## src/rtl/stage_to_buffer_bb_pkg.sv

```systemverilog
// Shared types for the stage-memory to buffer_BB drain block.
package stage_to_buffer_bb_pkg;

    typedef enum logic [1:0] {
        ST_IDLE = 2'd0,
        ST_RUN  = 2'd1,
        ST_DONE = 2'd2
    } state_e;

    // Frame counters need one extra bit so that N itself is representable.
    function automatic int cnt_width(input int log_n);
        return log_n + 1;
    endfunction

endpackage

```

## src/rtl/stage_to_buffer_bb_if.sv

```systemverilog
// Stage-memory read port plus FIFO write port, grouped as one bus.
interface stage_to_buffer_bb_if #(
    parameter int LOG_N  = 3,
    parameter int WIDTH  = 32,
    parameter int MWIDTH = 1
);
    logic [LOG_N-1:0]        addr;
    logic [WIDTH-1:0]        in_data;
    logic                    out_mread;
    logic [MWIDTH-1:0]       in_m;
    logic                    write_full;
    logic                    write_strobe;
    logic [WIDTH+MWIDTH-1:0] write_data;

    modport master (
        output addr, out_mread, write_strobe, write_data,
        input  in_data, in_m, write_full
    );

    modport slave (
        input  addr, out_mread, write_strobe, write_data,
        output in_data, in_m, write_full
    );
endinterface

```

## src/rtl/stage_to_buffer_bb_bit_reverse.sv

```systemverilog
// Combinational bit reversal of a read index.
module stage_to_buffer_bb_bit_reverse #(
    parameter int W = 3
) (
    input  logic [W-1:0] in_i,
    output logic [W-1:0] out_o
);
    for (genvar i = 0; i < W; i++) begin : g_bit
        assign out_o[i] = in_i[W-1-i];
    end
endmodule

```

## src/rtl/stage_to_buffer_bb.sv

```systemverilog
// Drains one FFT stage memory frame into a buffer_BB FIFO, honouring write_full
// through a single-entry hold register.
module stage_to_buffer_bb
    import stage_to_buffer_bb_pkg::*;
#(
    parameter int N      = 8,
    parameter int LOG_N  = 3,
    parameter int WIDTH  = 32,
    parameter int MWIDTH = 1,
    parameter int BITREV = 1
) (
    input  logic                  clk,
    input  logic                  rst_n,
    input  logic                  start_i,
    stage_to_buffer_bb_if.master  bus,
    output logic                  active_o,
    output logic                  finished_o,
    output logic                  error_o
);
    localparam int              CW  = cnt_width(LOG_N);
    localparam logic [CW-1:0]   N_C = CW'(N);

    state_e                  state_q, state_d;
    logic [CW-1:0]           rd_cnt_q, rd_cnt_d;
    logic [CW-1:0]           wr_cnt_q, wr_cnt_d;
    logic [LOG_N-1:0]        addr_q;
    logic [LOG_N-1:0]        rd_lin, rd_addr;
    logic                    ret_vld_q;
    logic                    hold_vld_q, hold_vld_d;
    logic [WIDTH+MWIDTH-1:0] hold_q, hold_d;
    logic                    error_q, error_d;
    logic                    issue;
    logic                    push;

    assign rd_lin = rd_cnt_q[LOG_N-1:0];

    if (BITREV != 0) begin : g_bitrev
        stage_to_buffer_bb_bit_reverse #(.W(LOG_N)) u_bitrev (
            .in_i  (rd_lin),
            .out_o (rd_addr)
        );
    end else begin : g_linear
        assign rd_addr = rd_lin;
    end

    always_comb begin
        state_d          = state_q;
        rd_cnt_d         = rd_cnt_q;
        wr_cnt_d         = wr_cnt_q;
        hold_vld_d       = hold_vld_q;
        hold_d           = hold_q;
        error_d          = error_q;
        issue            = 1'b0;
        push             = 1'b0;
        bus.addr         = addr_q;
        bus.out_mread    = 1'b0;
        bus.write_strobe = 1'b0;
        bus.write_data   = '0;
        active_o         = 1'b0;
        finished_o       = 1'b0;

        if (hold_vld_q && !bus.write_full) begin
            push             = 1'b1;
            bus.write_strobe = 1'b1;
            bus.write_data   = hold_q;
            hold_vld_d       = 1'b0;
        end

        if (ret_vld_q) begin
            if (!bus.write_full) begin
                push             = 1'b1;
                bus.write_strobe = 1'b1;
                bus.write_data   = {bus.in_data, bus.in_m};
            end else begin
                hold_vld_d = 1'b1;
                hold_d     = {bus.in_data, bus.in_m};
            end
        end

        if (hold_vld_q && ret_vld_q && bus.write_full) begin
            error_d = 1'b1;
        end

        if (push) begin
            wr_cnt_d = wr_cnt_q + CW'(1);
        end

        unique case (state_q)
            ST_IDLE: begin
                if (start_i) begin
                    state_d  = ST_RUN;
                    rd_cnt_d = '0;
                    wr_cnt_d = '0;
                end
            end
            ST_RUN: begin
                active_o = 1'b1;
                if (start_i) begin
                    error_d = 1'b1;
                end
                // A valid hold always drains when write_full is low, so it never blocks issue here.
                issue = (rd_cnt_q < N_C) && !bus.write_full;
                if (issue) begin
                    bus.addr      = rd_addr;
                    bus.out_mread = 1'b1;
                    rd_cnt_d      = rd_cnt_q + CW'(1);
                end
                if (push && (wr_cnt_q == N_C - CW'(1))) begin
                    state_d = ST_DONE;
                end
            end
            ST_DONE: begin
                finished_o = 1'b1;
                if (start_i) begin
                    state_d  = ST_RUN;
                    rd_cnt_d = '0;
                    wr_cnt_d = '0;
                end else begin
                    state_d = ST_IDLE;
                end
            end
            default: state_d = ST_IDLE;
        endcase
    end

    always_ff @(posedge clk or negedge rst_n) begin
        if (!rst_n) begin
            state_q    <= ST_IDLE;
            rd_cnt_q   <= '0;
            wr_cnt_q   <= '0;
            addr_q     <= '0;
            ret_vld_q  <= 1'b0;
            hold_vld_q <= 1'b0;
            hold_q     <= '0;
            error_q    <= 1'b0;
        end else begin
            state_q    <= state_d;
            rd_cnt_q   <= rd_cnt_d;
            wr_cnt_q   <= wr_cnt_d;
            addr_q     <= bus.addr;
            ret_vld_q  <= issue;
            hold_vld_q <= hold_vld_d;
            hold_q     <= hold_d;
            error_q    <= error_d;
        end
    end

    assign error_o = error_q;

    // Issue is gated by write_full, so a return can never land on a full hold.
    a_no_hold_overrun: assert property (@(posedge clk) disable iff (!rst_n)
        !(hold_vld_q && ret_vld_q && bus.write_full));

endmodule

```

## src/flat_wrapper.sv

```systemverilog
// flat-port wrapper written by rule: the top's interface ports become plain ports
module stage_to_buffer_bb_flat import stage_to_buffer_bb_pkg::*;
#(
    parameter int N      = 8,
    parameter int LOG_N  = 3,
    parameter int WIDTH  = 32,
    parameter int MWIDTH = 1,
    parameter int BITREV = 1
)
  (clk, rst_n, start_i, active_o, finished_o, error_o, bus_addr, bus_out_mread, bus_write_strobe, bus_write_data, bus_in_data, bus_in_m, bus_write_full);
  stage_to_buffer_bb_if #(.LOG_N(LOG_N), .WIDTH(WIDTH), .MWIDTH(MWIDTH)) bus_i ();
  input  logic clk;
  input  logic rst_n;
  input  logic start_i;
  output logic active_o;
  output logic finished_o;
  output logic error_o;
  output wire logic [$bits(bus_i.addr)-1:0] bus_addr;
  output wire logic [$bits(bus_i.out_mread)-1:0] bus_out_mread;
  output wire logic [$bits(bus_i.write_strobe)-1:0] bus_write_strobe;
  output wire logic [$bits(bus_i.write_data)-1:0] bus_write_data;
  input wire logic [$bits(bus_i.in_data)-1:0] bus_in_data;
  input wire logic [$bits(bus_i.in_m)-1:0] bus_in_m;
  input wire logic [$bits(bus_i.write_full)-1:0] bus_write_full;
  assign bus_addr = bus_i.addr;
  assign bus_out_mread = bus_i.out_mread;
  assign bus_write_strobe = bus_i.write_strobe;
  assign bus_write_data = bus_i.write_data;
  assign bus_i.in_data = bus_in_data;
  assign bus_i.in_m = bus_in_m;
  assign bus_i.write_full = bus_write_full;
  stage_to_buffer_bb #(.N(N), .LOG_N(LOG_N), .WIDTH(WIDTH), .MWIDTH(MWIDTH), .BITREV(BITREV)) u_core (.clk(clk), .rst_n(rst_n), .start_i(start_i), .bus(bus_i), .active_o(active_o), .finished_o(finished_o), .error_o(error_o));
endmodule
```

## config.mk

```make
export PLATFORM = sky130hd
export DESIGN_NAME = stage_to_buffer_bb_flat
export DESIGN_NICKNAME = d
export VERILOG_FILES = /design/src/rtl/stage_to_buffer_bb_pkg.sv /design/src/rtl/stage_to_buffer_bb_if.sv /design/src/rtl/stage_to_buffer_bb_bit_reverse.sv /design/src/rtl/stage_to_buffer_bb.sv /design/src/flat_wrapper.sv
export SDC_FILE = /design/constraint.sdc
export NUM_CORES = 1
export LEC_CHECK = 0
export ABC_AREA = 1
export BUFFER_PORTS_ARGS = -buffer_cell sky130_fd_sc_hd__buf_2
export CAP_MARGIN = 20
export CELL_PAD_IN_SITES_DETAIL_PLACEMENT = 1
export CELL_PAD_IN_SITES_GLOBAL_PLACEMENT = 1
export CORE_MARGIN = 3
export CORE_UTILIZATION = 39
export CTS_CLUSTER_SIZE = 28
export DETAILED_ROUTE_END_ITERATION = 7
export PLACE_DENSITY_LB_ADDON = 0.12
export SYNTH_ARGS = -nofsm -noshare
export SYNTH_HDL_FRONTEND = slang
export SYNTH_SLANG_ARGS = --single-unit
```

## constraint.sdc

```tcl
create_clock -name clk -period 2.3 [get_ports clk]
set_clock_uncertainty 0.15 [all_clocks]
set_input_delay 0.46 -clock clk [delete_from_list [all_inputs] [get_ports clk]]
set_output_delay 0.46 -clock clk [all_outputs]
set_load 0.01 [all_outputs]
```

Word level (Yosys, flattened, before mapping)
Index checks and enable logic that the tools add are counted.
{"block": "classes", "add_sub_neg": 2, "reduce_logical": 12, "mux": 29, "magnitude_cmp": 1, "n_eq_ne": 7}
{"op": "$mux W33", "n": 3}
{"op": "$mux W4", "n": 5}
{"op": "$mux W1", "n": 15}
{"op": "$add A4 B1 Y4 const B", "n": 2}
{"op": "$pmux W4 S2", "n": 1}
{"op": "$mux W3", "n": 2}
{"op": "$ne A2 B1 Y1 const B", "n": 3}
{"op": "$pmux W2 S3", "n": 1}
{"op": "$logic_and A1 B1 Y1", "n": 5}
{"op": "$eq A4 B3 Y1 const B", "n": 1}
{"op": "$lt A4 B4 Y1 const B", "n": 1}
{"op": "$mux W2", "n": 2}
{"op": "$reduce_and A2 Y1", "n": 2}
{"op": "$reduce_and A3 Y1", "n": 1}
{"op": "$eq A2 B1 Y1 const B", "n": 1}
{"op": "$eq A2 B2 Y1 const B", "n": 1}
{"op": "$logic_not A2 Y1", "n": 1}
{"op": "$ne A2 B2 Y1 const B", "n": 1}
{"op": "$reduce_bool A2 Y1", "n": 1}
{"op": "$reduce_or A2 Y1", "n": 1}
{"op": "$logic_not A1 Y1", "n": 1}
{"block": "word_totals", "word_cells": 59, "ff_bits": 49, "in_bits": 37, "output_inout_bits": 41}

Longest topological paths before layout
Gate-level depths: netlist of run 1.
{"block": "logic_depth", "word_depth": 8, "ltp_mapped": 8}

Cells and area by module
Synthesis of run 1 repeated with hierarchy kept, for this count alone.
{"block": "unflattened", "cells_unflattened": 307, "area_unflattened_um2": 2478.6}
{"mod": "stage_to_buffer_bb", "seq_area_each_um2": 1226.2, "cells_per_inst": 304, "instances": 1, "area_per_inst_um2": 2456.1}
{"mod": "stage_to_buffer_bb_bit_reverse", "seq_area_each_um2": 0.0, "cells_per_inst": 3, "instances": 1, "area_per_inst_um2": 22.5}

Worst setup path after synthesis of run 1
No wires, ideal clock.
{"block": "synth_timing", "path_type": "in2out", "start": "in bus_write_full", "end": "out bus_write_data[13]", "t_required_ns": 1.690, "path_slack_ns": 0.625, "cell_stages": 4, "arrival_time_ns": 1.065, "path_cell_list": "inv_2 -> nand2_2 -> clkbuf_2 -> o21ai_0"}
{"block": "synth_via", "elab_chain_cells": 5}
{"item": "start: declaration", "line_no": "flat_wrapper.sv:24", "text": "input wire logic [$bits(bus_i.write_full)-1:0] bus_write_full;"}
{"item": "$logic_not A1 Y1", "line_no": "stage_to_buffer_bb.sv:62", "text": "if (hold_vld_q && !bus.write_full) begin"}
{"item": "$logic_and A1 B1 Y1", "line_no": "stage_to_buffer_bb.sv:62"}
{"item": "$mux W33", "line_no": "stage_to_buffer_bb.sv:62"}
{"item": "$mux W33", "line_no": "stage_to_buffer_bb.sv:70", "text": "if (!bus.write_full) begin"}
{"item": "$mux W33 *", "line_no": "stage_to_buffer_bb.sv:69", "text": "if (ret_vld_q) begin"}
{"item": "end: declaration", "line_no": "flat_wrapper.sv:21", "text": "output wire logic [$bits(bus_i.write_data)-1:0] bus_write_data;"}
Mark *: on every way between the ends. The rest lies on a longest branch, timed or not.

Worst setup path after layout of run 1
{"block": "layout_timing", "start": "reg u_core.ret_vld_q", "end": "out bus_write_data[0]"}
{"block": "layout_via", "elab_chain_cells": 1}
{"item": "start: declaration", "line_no": "stage_to_buffer_bb.sv:28", "text": "logic ret_vld_q;"}
{"item": "start signal: assignment", "line_no": "stage_to_buffer_bb.sv:141", "text": "ret_vld_q <= issue;"}
{"item": "$mux W33", "line_no": "stage_to_buffer_bb.sv:69"}
Every way passes these cells.

==> summary.md, run 1 <==
| Metric | Value |
|---|---|
| First-pass iteration count of the detailed router | 4 |
| Fin crit period | 2.17 ns |
| RSZ-0062 raised after global routing | no |
| Number of synthesized flops with an enable pin | 0 |
| # nets final | 410 |
| Ys async rst share | 100% |
| Startpoint types | flip-flop |
| Fmax | 460 MHz |
| Remaining Overflow, GRT | 0 |
| Main combinational cell family by area after synthesis | simple AND/OR/NAND/NOR gates |
| Crit Path Max Fanout | 33 |
| Clock buffer depth | 2 |
| R2R Setup Slk | 0.73 ns |
| Commonest non-fill, non-tap cells in the layout | buf_2 (77), o21ai_0 (57), dfrtp_1 (49) |
| Die height | 84.8 µm |
| Sequential fraction of the synthesis area | 50.7% |
| Cell Area, Synth | 2420 µm² |
| Reg clk slew, reported paths | 0.09 ns |
| Final hold violation count | 0 |
| Remaining DRCs | 0 |
| Synth warn | 0 |
| Fill cells | 785 |
| CTS Buf Count | 5 |
| DR WL/cell | 13.8 µm |
| CTS tree | yes |
| Period Utilization, post-route | 94.5% |
| Setup ws final | 0.126 ns |
| Starting DRT DRC Count | 73 |
| Post-synthesis mux area share | 0% |
| Power per cell area | 1090 nW/µm² |
| Root Buffer Master | clkbuf_8 |
| FF-to-FF path depth | 6 |
| Count of cell types in the netlist | 21 |
| Top FF cell, synth | dfrtp_1 |
| Crit Path Class | reg -> out |
| Pin count of the biggest net entering global routing | 53 |
| Die ar. | 7180 µm² |
| Cell Area, Placed | 2850 µm² |
| Reg2reg end | u_core.wr_cnt_q[3]$_DFF_PN0_ |
| Cells after Synth | 297 |
| Placed Cells incl. Taps | 439 |
| Status | completed |
| Vias | 2,229 |
| Vias in the first global route | 2,338 |
| First-pass GRT wire length | 10.8 mm |
| Yosys reg bits | 49 |
| Placer Congestion | 0.798 |
| Hold WC Path Type | in -> async |
| Post-Synth XOR/XNOR Area | 0.724% |
| Antenna-violating nets left | 0 |
| All-layer global routing usage | 18.6% |
| Initial antenna violation count | 0 |
| IO buf count | 77 |
| Compound-Gate Fraction of Synth Area | 16.8% |
| Syn Area/Cell | 8.14 µm² |
| Max_slew headroom | 58.5% |
| VDD IR max | 597 µV |
| Clk_lat worst skew | 0.31 ns |
| Final WL | 6.19 mm |
| Row count | 28 |
| Initial Util | 40.6% |
| Area share of fa/ha/maj cells after synthesis | 1.03% |
| Leak Pwr | 0.00162 µW |
| Pre-CTS WS | 0.233 ns |
| Synth Area in Simple Gates | 18.0% |
| R2r startpoint | u_core.ret_vld_q$_DFF_PN0_ |
| Worst slew pin tran | 0.622 ns |
| Max-Cap Viols | 0 |
| DP Wirelength | 4.35 mm |
| Final Max Tran Viols | 0 |
| Commonest non-fill, non-tap cell in the layout | buf_2 |
| Synth-to-layout area growth | 22.0% |
| Vias/cell | 4.99 |
| IO Pins | 78 |
| Final std cells w/o fill | 447 |
| CP Data Arrival Time | 1.56 ns |
| Cell area after layout | 2950 µm² |
| Chip width | 84.8 µm |
| Critical path capture point type | primary output |
| Final TNS setup | 0 ns |
| Core area | 5960 µm² |
| Clk sinks | 49 |
| H-tree lvl count | 2 |
| Share of layout cells above drive strength 1 | 27.2% |
| Worst endpoint required time | 1.69 ns |
| Setup violators final | 0 |
| Post-Syn Nets | 336 |
| Ant diodes | 0 |
| Crit path capture | bus_write_data[0] |
| CP Launch Point | u_core.ret_vld_q$_DFF_PN0_ |
synthesized netlist by cell type, drive strengths merged (2+ instances only):
library cell  count  area share [%]
ha                2             1.0
clkbuf            5            0.88
a21oi             4            0.83
buf              11             4.1
nor2              7             1.1
nand3            35             7.2
dfrtp            49              51
inv              50             7.8
o21ai            74              15
nand4             2            0.52
xor2              2            0.72
nand2            53             8.9
what timing repair did:
item / in CTS / in global routing
hold buffers: 0 / 0
endpoints found under the setup margin: 0 / 15
setup buffers: 0 / 0
resized for setup: 0 / 3
registers in the layout, indices dropped and copies added, names as in the netlist:
name               count
u_core.rd_cnt_q        4
u_core.hold_vld_q      1
u_core.addr_q          3
u_core.ret_vld_q       1
u_core.hold_q         33
u_core.error_o         1
u_core.wr_cnt_q        4
u_core.state_q         2
critical path, cell delays in order, from the launching register on:
cell     delay [ns]
dfrtp_1        0.46
nand2_2        0.12
buf_4          0.33
o21ai_0        0.16
buf_2          0.17
where the power goes:
part	internal (µW)	switching, µW	leakage [µW]
combinational	450	740	0.000962
clock	272	289	0.0000542
sequential	1240	230	0.000605
total	1960	1260	0.00162
final cells by class:
| cell class | count | area (µm²) | share of cell area, % |
|---|---|---|---|
| Clock inverter | 1 | 5.00 | 0.170 |
| Inverter | 50 | 190 | 6.44 |
| Timing Repair Buffer | 83 | 455 | 15.4 |
| Multi-Input combinational cell | 182 | 885 | 30.0 |
| Sequential cell | 49 | 1230 | 41.5 |
| Clock buffer | 7 | 96.3 | 3.26 |
| Tap cell | 75 | 93.8 | 3.18 |
worst min path at each step:
stage | startpoint | slack [ns] | endpoint | cells past startpoint
2_1_floorplan | rst_n | 0.01 | u_core.addr_q[0]$_DFF_PN0_ | 0
3_3_place_gp | u_core.hold_q[8]$_DFFE_PN0P_ | 0.32 | u_core.hold_q[8]$_DFFE_PN0P_ | 2
3_5_place_dp | u_core.addr_q[2]$_DFF_PN0_ | 0.32 | u_core.addr_q[2]$_DFF_PN0_ | 2
4_1_cts | rst_n | 0.11 | u_core.hold_q[31]$_DFFE_PN0P_ | 2
5_1_grt | rst_n | 0.14 | u_core.hold_q[31]$_DFFE_PN0P_ | 2
6_report | rst_n | 0.09 | u_core.hold_q[31]$_DFFE_PN0P_ | 2
routing by layer:
metal	vias to the layer above	share of wire (%)	track usage (%)
li1	1103	-	-
met1	1070	44	22.6
met2	46	50	31.7
met3	10	4.7	4.42
met4	0	1.8	7.34
met5	-	0	0
per-stage QoR:
stage	hold WS (ns)	utilization (%)	power, µW
floorplan	0.0144	-	2240
global placement	0.316	47.8	2610
detailed placement	0.322	47.8	2690
CTS	0.111	49.5	3270
global route	0.144	49.6	3530
finish	0.0856	49.6	3220
cell families (layout without fill, tap and decap cells):
kind of cell	count (synthesis)	after routing
buffers and inverters	66	141
xor gates and xnor gates	2	2
AOI/OAI and AO/OA	80	80
and+or+nand+nor	98	98
adders and majority gates	2	2
DFF	49	49
(Power assumes the default switching activity.)
==> run 2, diff against run 1 <==
--- a/config.mk
+++ b/config.mk
@@ -10,8 +10,7 @@
 export CAP_MARGIN = 20
 export CELL_PAD_IN_SITES_DETAIL_PLACEMENT = 1
 export CELL_PAD_IN_SITES_GLOBAL_PLACEMENT = 1
-export CORE_MARGIN = 3
-export CORE_UTILIZATION = 39
+export CORE_UTILIZATION = 25
 export CTS_CLUSTER_SIZE = 28
 export DETAILED_ROUTE_END_ITERATION = 7
 export PLACE_DENSITY_LB_ADDON = 0.12
==> run 2 against run 1 <==
Net effect: global-route usage shrank 5.1 points; critical path depth is the same; first-iteration DRC count grew 19%; routed wire length grew 3.2%; die area grew 40%; register-to-register slack gained 0.07 ns; final cell count grew 12%; via count is essentially flat; final area grew 4.2%; hold slack gained 0.16 ns; fmax shrank 0.69%; setup slack lost 0.015 ns; critical path type unchanged.
==> summary.md, run 2 (synthesis gave the netlist of run 1 again) <==
| Metric | Value |
|---|---|
| Remaining DRCs | 0 (unchanged) |
| Remaining Overflow, GRT | 0 (unchanged) |
| Synth-to-layout area growth | 27.1% (was 22.0%) |
| CP Data Arrival Time | 1.58 ns (was 1.56 ns) |
| Hold WC Path Type | in -> reg (was in -> async) |
| Initial Util | 26.1% (was 40.6%) |
| # nets final | 411 (was 410) |
| Largest regs | u_core.hold_q x33, u_core.rd_cnt_q x4, u_core.wr_cnt_q x4 (unchanged) |
| IO Pins | 78 (unchanged) |
| Crit Path Max Fanout | 22 (was 33) |
| RSZ-0062 raised after global routing | no (unchanged) |
| Final hold violation count | 0 (unchanged) |
| Core area | 9280 µm² (was 5960 µm²) |
| VDD IR max | 306 µV (was 597 µV) |
| Setup violators final | 0 (unchanged) |
| Worst slew pin tran | 0.442 ns (was 0.622 ns) |
| Critical path capture point type | primary output (unchanged) |
| Clk_lat worst skew | 0.30 ns (was 0.31 ns) |
| Crit Path Class | reg -> out (unchanged) |
| Min Hold Slack | 0.246 ns (was 0.0856 ns) |
| Ant diodes | 0 (unchanged) |
| Commonest non-fill, non-tap cell in the layout | buf_2 (unchanged) |
| Clk sinks | 49 (unchanged) |
| Final WL | 6.38 mm (was 6.19 mm) |
| Die height | 100 µm (was 84.8 µm) |
| Max_slew headroom | 70.6% (was 58.5%) |
| Starting DRT DRC Count | 87 (was 73) |
| Area occupied by registers | 1230 µm² (unchanged) |
| Fill cells | 1,171 (was 785) |
| Root Buffer Master | clkbuf_8 (unchanged) |
| Die ar. | 10,100 µm² (was 7180 µm²) |
| Share of layout cells above drive strength 1 | 26.8% (was 27.2%) |
| H-tree lvl count | 2 (unchanged) |
| First-pass iteration count of the detailed router | 4 (unchanged) |
| IO buf count | 77 (unchanged) |
| Multi-input gate area | 890 µm² (was 885 µm²) |
| CTS Buf Count | 5 (unchanged) |
| Fin crit period | 2.19 ns (was 2.17 ns) |
| Vias | 2,231 (was 2,229) |
| Max reg flops | 33 (unchanged) |
| Fmax | 457 MHz (was 460 MHz) |
| Worst endpoint required time | 1.69 ns (about the same) |
| Vias in the first global route | 2,210 (was 2,338) |
| Final TNS setup | 0 ns (unchanged) |
| Startpoint types | flip-flop (unchanged) |
| Total power | 3310 µW (was 3220 µW) |
| DP Wirelength | 4.57 mm (was 4.35 mm) |
| DR WL/cell | 12.7 µm (was 13.8 µm) |
| Pin count of the biggest net entering global routing | 51 (was 53) |
| First-pass GRT wire length | 10.9 mm (was 10.8 mm) |
| Antenna-violating nets left | 0 (unchanged) |
| Largest Register | u_core.hold_q (unchanged) |
| Setup ws final | 0.110 ns (was 0.126 ns) |
| Placer Congestion | 0.700 (was 0.798) |
| Row count | 35 (was 28) |
| Leak Pwr | 0.00165 µW (was 0.00162 µW) |
| Power per cell area | 1080 nW/µm² (was 1090 nW/µm²) |
| Setup Fix Bufs, Post-CTS | 0 (unchanged) |
| Initial antenna violation count | 0 (unchanged) |
| Final Max Tran Viols | 0 (unchanged) |
| Chip width | 100 µm (was 84.8 µm) |
| Pre-CTS WS | 0.170 ns (was 0.233 ns) |
| Vias/cell | 4.44 (was 4.99) |
| Commonest non-fill, non-tap cells in the layout | buf_2 (77), o21ai_0 (58), dfrtp_1 (49) (was buf_2 (77), o21ai_0 (57), dfrtp_1 (49)) |
| All-layer global routing usage | 13.4% (was 18.6%) |
| Max-Cap Viols | 0 (unchanged) |
| CTS tree | yes (unchanged) |
| Clock buffer depth | 2 (unchanged) |
| Period Utilization, post-route | 95.2% (was 94.5%) |
| Reg clk slew, reported paths | 0.10 ns (was 0.09 ns) |
| Status | completed (unchanged) |
==> run 2: cell count changes in the layout (fill, tap and decap cells not counted), sizes merged <==
cell | previous run | this run
bufinv | 0 | 1
clkinv | 1 | 0
dlygate4sd3 | 0 | 1
==> run 2: power breakdown <==
part	internal, µW	leakage [µW]	switching, µW
registers	1240	0.000605	228
clock network	355	0.0000585	289
logic	465	0.000982	734
total	2060	0.00165	1250
==> run 2: cell type report <==
class | count | share of cell area [%]
clock inverter | 1 | 0.977
sequential | 49 | 39.9
timing repair buffer | 84 | 16.0
inverter | 50 | 6.19
tap | 129 | 5.25
multi-input combinational | 182 | 28.9
clock buffer | 7 | 2.81
==> run 2: worst max-delay path, stage by stage, from the launching register on <==
cell and delay [ns]:
dfrtp_1 0.49, nand2_4 0.16, buf_12 0.19, o21ai_0 0.25, buf_2 0.19
==> run 2: what timing repair did <==
item,in CTS,in global routing
resized for setup,0,2
hold buffers,1,0
endpoints found under the hold margin,16,0
setup endpoints to repair,0,1
==> run 2: worst paths after layout <==
kind	from	endpoint	slack (ns)	depth (start not counted)
setup / recovery	u_core.ret_vld_q$_DFF_PN0_	bus_write_data[1]	0.11	4
hold / removal	bus_in_data[10]	u_core.hold_q[11]$_DFFE_PN0P_	0.25	3
setup reg to reg	u_core.ret_vld_q$_DFF_PN0_	u_core.state_q[0]$_DFFE_PN0P_	0.80	6
hold reg to reg	u_core.error_o$_DFF_PN0_	u_core.error_o$_DFF_PN0_	0.34	1
max in group asynchronous	rst_n	u_core.hold_q[7]$_DFFE_PN0P_	0.98	3
min in group asynchronous	rst_n	u_core.hold_q[24]$_DFFE_PN0P_	0.49	2
==> run 2: routing by layer <==
layer / track usage, % / wire [µm] / vias to the layer above
li1: - / - / 1104
met1: 18.6 / 3080 / 1075
met4: 3.34 / 72 / 0
met3: 2.58 / 276 / 6
met2: 21.5 / 2960 / 46
met5: 0 / 0 / -
==> run 2: stage by stage <==
step                      util [%]  instances  instance area (µm²)
final                         33.1        502                 3070
after global routing          33.1        502                 3070
after CTS                     33.0        502                 3070
after detailed placement      31.7        493                 2940
after global placement        31.7        493                 2940
after floorplan                  -        297                 2420
